<file path="src/rtl/multicycle_main_control.sv">
// Multi-cycle MIPS main control FSM: fetch/decode/execute/memory/writeback sequencing.
// Optional macro ILLEGAL_OP_TRAP_EN adds the exc output and a TRAP state for undefined opcodes.
module multicycle_main_control #(
   parameter logic [5:0] OP_RTYPE = 6'h00,
   parameter logic [5:0] OP_LW    = 6'h23,
   parameter logic [5:0] OP_SW    = 6'h2B,
   parameter logic [5:0] OP_BEQ   = 6'h04,
   parameter logic [5:0] OP_J     = 6'h02,
   parameter logic [5:0] OP_ADDI  = 6'h08
) (
   input  logic       clk,
   input  logic       reset,
   input  logic [5:0] opcode,
   input  logic       zero,
   input  logic       mem_ready,
   output logic       pc_en,
   output logic [1:0] pc_source,
   output logic       iord,
   output logic       mem_read,
   output logic       mem_write,
   output logic       ir_write,
   output logic       reg_dst,
   output logic       mem_to_reg,
   output logic       reg_write,
   output logic       alu_src_a,
   output logic [1:0] alu_src_b,
   output logic [1:0] alu_op,
   output logic       instr_done,
`ifdef ILLEGAL_OP_TRAP_EN
   output logic       exc,
`endif
   output logic [3:0] state
);

   typedef enum logic [3:0] {
      S_FETCH  = 4'd0,
      S_DECODE = 4'd1,
      S_MEMADR = 4'd2,
      S_MEMRD  = 4'd3,
      S_MEMWB  = 4'd4,
      S_MEMWR  = 4'd5,
      S_EXEC   = 4'd6,
      S_ALUWB  = 4'd7,
      S_BRANCH = 4'd8,
      S_JUMP   = 4'd9,
      S_ADDIEX = 4'd10,
      S_ADDIWB = 4'd11
`ifdef ILLEGAL_OP_TRAP_EN
      , S_TRAP = 4'd12
`endif
   } state_t;

   state_t state_q;
   state_t state_d;
   logic   pc_write_s;
   logic   pc_write_cond_s;

   // Next-state selection; opcode only matters in DECODE and MEMADR.
   always_comb begin
      state_d = S_FETCH;
      case (state_q)
         S_FETCH:  state_d = mem_ready ? S_DECODE : S_FETCH;
         S_DECODE: begin
            case (opcode)
               OP_LW, OP_SW: state_d = S_MEMADR;
               OP_RTYPE:     state_d = S_EXEC;
               OP_BEQ:       state_d = S_BRANCH;
               OP_J:         state_d = S_JUMP;
               OP_ADDI:      state_d = S_ADDIEX;
`ifdef ILLEGAL_OP_TRAP_EN
               default:      state_d = S_TRAP;
`else
               default:      state_d = S_FETCH;
`endif
            endcase
         end
         S_MEMADR: state_d = (opcode == OP_LW) ? S_MEMRD : S_MEMWR;
         S_MEMRD:  state_d = mem_ready ? S_MEMWB : S_MEMRD;
         S_MEMWR:  state_d = mem_ready ? S_FETCH : S_MEMWR;
         S_EXEC:   state_d = S_ALUWB;
         S_ADDIEX: state_d = S_ADDIWB;
         default:  state_d = S_FETCH;
      endcase
   end

   // State register with synchronous reset to FETCH.
   always_ff @(posedge clk) begin
      if (reset) begin
         state_q <= S_FETCH;
      end else begin
         state_q <= state_d;
      end
   end

   // Moore decode of the state register; reset blanks every output in the same cycle.
   always_comb begin
      pc_write_s      = 1'b0;
      pc_write_cond_s = 1'b0;
      pc_source       = 2'b00;
      iord            = 1'b0;
      mem_read        = 1'b0;
      mem_write       = 1'b0;
      ir_write        = 1'b0;
      reg_dst         = 1'b0;
      mem_to_reg      = 1'b0;
      reg_write       = 1'b0;
      alu_src_a       = 1'b0;
      alu_src_b       = 2'b00;
      alu_op          = 2'b00;
      instr_done      = 1'b0;
`ifdef ILLEGAL_OP_TRAP_EN
      exc             = 1'b0;
`endif
      state           = 4'd0;
      if (reset) begin
         state = 4'd0;
      end else begin
         state = state_q;
         case (state_q)
            S_FETCH: begin
               mem_read   = 1'b1;
               alu_src_b  = 2'b01;
               ir_write   = mem_ready;
               pc_write_s = mem_ready;
            end
            S_DECODE: alu_src_b = 2'b11;
            S_MEMADR: begin
               alu_src_a = 1'b1;
               alu_src_b = 2'b10;
            end
            S_MEMRD: begin
               mem_read = 1'b1;
               iord     = 1'b1;
            end
            S_MEMWB: begin
               reg_write  = 1'b1;
               mem_to_reg = 1'b1;
               instr_done = 1'b1;
            end
            S_MEMWR: begin
               mem_write  = 1'b1;
               iord       = 1'b1;
               instr_done = mem_ready;
            end
            S_EXEC: begin
               alu_src_a = 1'b1;
               alu_op    = 2'b10;
            end
            S_ALUWB: begin
               reg_write  = 1'b1;
               reg_dst    = 1'b1;
               instr_done = 1'b1;
            end
            S_BRANCH: begin
               alu_src_a       = 1'b1;
               alu_op          = 2'b01;
               pc_source       = 2'b01;
               pc_write_cond_s = 1'b1;
               instr_done      = 1'b1;
            end
            S_JUMP: begin
               pc_source  = 2'b10;
               pc_write_s = 1'b1;
               instr_done = 1'b1;
            end
            S_ADDIEX: begin
               alu_src_a = 1'b1;
               alu_src_b = 2'b10;
            end
            S_ADDIWB: begin
               reg_write  = 1'b1;
               instr_done = 1'b1;
            end
`ifdef ILLEGAL_OP_TRAP_EN
            S_TRAP: begin
               pc_source  = 2'b11;
               pc_write_s = 1'b1;
               exc        = 1'b1;
               instr_done = 1'b1;
            end
`endif
            default: state = state_q;
         endcase
      end
      pc_en = pc_write_s | (pc_write_cond_s & zero);
   end

endmodule
</file>
<file path="config.mk">
export PLATFORM = sky130hd
export DESIGN_NAME = multicycle_main_control
export DESIGN_NICKNAME = d
export VERILOG_FILES = /design/src/rtl/multicycle_main_control.sv
export SDC_FILE = /design/constraint.sdc
export NUM_CORES = 1
export LEC_CHECK = 0
export ABC_AREA = 1
export BUFFER_PORTS_ARGS = -buffer_cell sky130_fd_sc_hd__buf_4
export CORE_MARGIN = 5
export CORE_UTILIZATION = 42
export CTS_BUF_LIST = sky130_fd_sc_hd__clkbuf_8
export DETAILED_ROUTE_END_ITERATION = 10
export PLACE_DENSITY = 0.73
export SLEW_MARGIN = 40
export SYNTH_ARGS = -nofsm -noshare
export SYNTH_HDL_FRONTEND = slang
export SYNTH_SLANG_ARGS = --single-unit
export TNS_END_PERCENT = 20
</file>
<file path="constraint.sdc">
create_clock -name clk -period 1.9 [get_ports clk]
set_input_delay 0.095 -clock clk [delete_from_list [all_inputs] [get_ports clk]]
set_output_delay 0.095 -clock clk [all_outputs]
set_load 0.02 [all_outputs]
</file>
==> reports/results.ini <==
[place]
place_ws_ns=0.604
dpl.hpwl_mm=1.46
portBuffers=29
place_congestion=0.875

[detailed_routing]
ant_nets=0
num_vias=782
drt_wl_total_mm=1.73
wire_per_inst_um=10.8
drtIter0Drc=37
viasPerCell=4.86
dr.pass1.iters=4
drc_errors=0

[global_route]
grt_max_degree=18
grt_util_all_layers_pct=17.5
grt_pass1_wl_mm=2.79
grt_pass1_vias=689
antenna_found_initial=0
grt_overflow=0

[clocking]
max-clock-path-buffers=2
cts.clk_slew.worst_paths_ns=0.03
cts_htree_levels=1
cts-resized-gates=0
post_cts_buffers=0
cts_buffers=3
cts.sinks=4
cts-root-buf=clkbuf_8
cts_hold_buf=0
tritoncts=built
clk_latency_ns=0.21

[timing]
period_share_pct=80.0
worst_slew_pin_slew_ns=0.478
timing.final.crit_period_ns=1.52
slew_headroom_pct=68.0
report.final.slew_viol_count=0
setup_violations=0
skew_ns=0.00157
fin_ws_ns=0.381
rsz0062_at_grt=false
fin_setup_tns_ns=0
clock.fmax_mhz=658
hold_violations=0

[flow_run]
drv_cap=0

[cells_and_area]
largest_reg_flops=4
fillerInstances=146
num-nets-final=158
top_register=state_q
seqCellArea_um2=80.1
drive_gt1_share_pct=26.7
area_growth_pct=48.4
diodes=0
layout_commonest_cell=nor2_1
mostFrequentLayoutCells=nor2_1, nand2_1, buf_4, inv_1, nand3_1
top_regs=state_q: 4 flops
multiInputGateArea_um2=407

[critical_path]
r2r_slack_ns=0.65
start_kind=flip-flop
end_kind=primary output
arrival_ns=1.42
path_class=flip-flop to primary output
worstPathRequired_ns=1.80
cp_max_fo=7

[synth]
syn_area_um2=558
syn_nets=126
synthTopCellsByArea=nor2_1, nand2_1, dfxtp_1
yosysTopAreaCell=nor2_1
synth_cell_types=19
yosysWarnings=0
ys_seq_area_share_pct=14.3
postSynthAreaPerCell_um2=4.81
synth_top_area_share_pct=23.5
synth-seq-cells=4
synthCells=116

[floorplanning]
io_pins=30
die_width_um=46.5
rows=13
coreArea_mm2=0.00128
initial_core_util_pct=43.4
die_area_mm2=0.00216
fp.dieH_um=46.5

[min_path]
hp-class=input port to flip-flop

[power]
pwr_density_cell_mw_per_mm2=422
ir_drop_mv=0.559
leakagePower_uw=0.000486

[run_status]
status=finished clean

## synth_stat cells
library cell	n
nor2_1	35
nand2_1	33
inv_1	13
nand3_1	11
dfxtp_1	4
a21oi_1	3
clkbuf_1	2
inv_2	2
nand4_1	2
nor2_2	2
a31oi_1	1
buf_4	1
nand2_2	1
nand3_2	1
nand3b_1	1
nor3_1	1
nor4_1	1
or2_1	1
xor2_1	1
## worst max-delay path, cell delays in order (launching register included)
cell,delay (ns)
dfxtp_1,0.44
nor2_1,0.12
or2_1,0.25
nand2_1,0.08
nand3_1,0.07
nand2_1,0.07
inv_1,0.04
buf_4,0.14
## area by class of cell
| type | count | share of cell area, % |
|---|---|---|
| clock buffer | 3 | 4.98 |
| inverter | 15 | 6.80 |
| multi-input combinational | 94 | 49.1 |
| sequential | 4 | 9.67 |
| tap | 15 | 2.27 |
| timing repair buffer | 30 | 27.2 |
## kinds of logic after synthesis
kind of cell / after synthesis / synth area share, %
flip-flops: 4 / 14.4
AO/OA/AOI/OAI: 4 / 3.81
XOR/XNOR: 1 / 1.57
buffers and inverters: 18 / 12.8
AND/OR/NAND/NOR: 89 / 67.5
## power by group
part           switching (uW)  leakage, uW  total, uW  internal (uW)
logic                    51.3     0.000432       86.1           34.8
clock network            39.8    0.0000216        175            135
registers                2.76    0.0000325       89.2           86.4
total                    93.9     0.000486        350            256
## worst paths after layout
check | start | endpoint | cells past startpoint
max | state_q[1] | instr_done | 7
min | reset | state_q[2] | 2
max reg2reg | state_q[2] | state_q[1] | 7
min reg2reg | state_q[3] | state_q[0] | 5
## metal layers
metal	GRT usage (%)	part of all wire (%)	routed length, um
met1	20.5	41	711
met2	32.4	52	906
met3	4.69	6.7	116
met4	1.70	0	0
met5	0	0	0
## stage by stage
stage	hold slack (ns)	total power (uW)	util, %	instances	area, um^2
final	0.192	350	64.5	161	828
after detailed placement	0.404	176	61.2	158	787
after floorplan	0.318	137	-	116	558
after CTS	0.186	350	64.5	161	828
after global placement	0.405	175	61.2	158	787
after global routing	0.204	371	64.5	161	828
(Power assumes the default switching activity.)
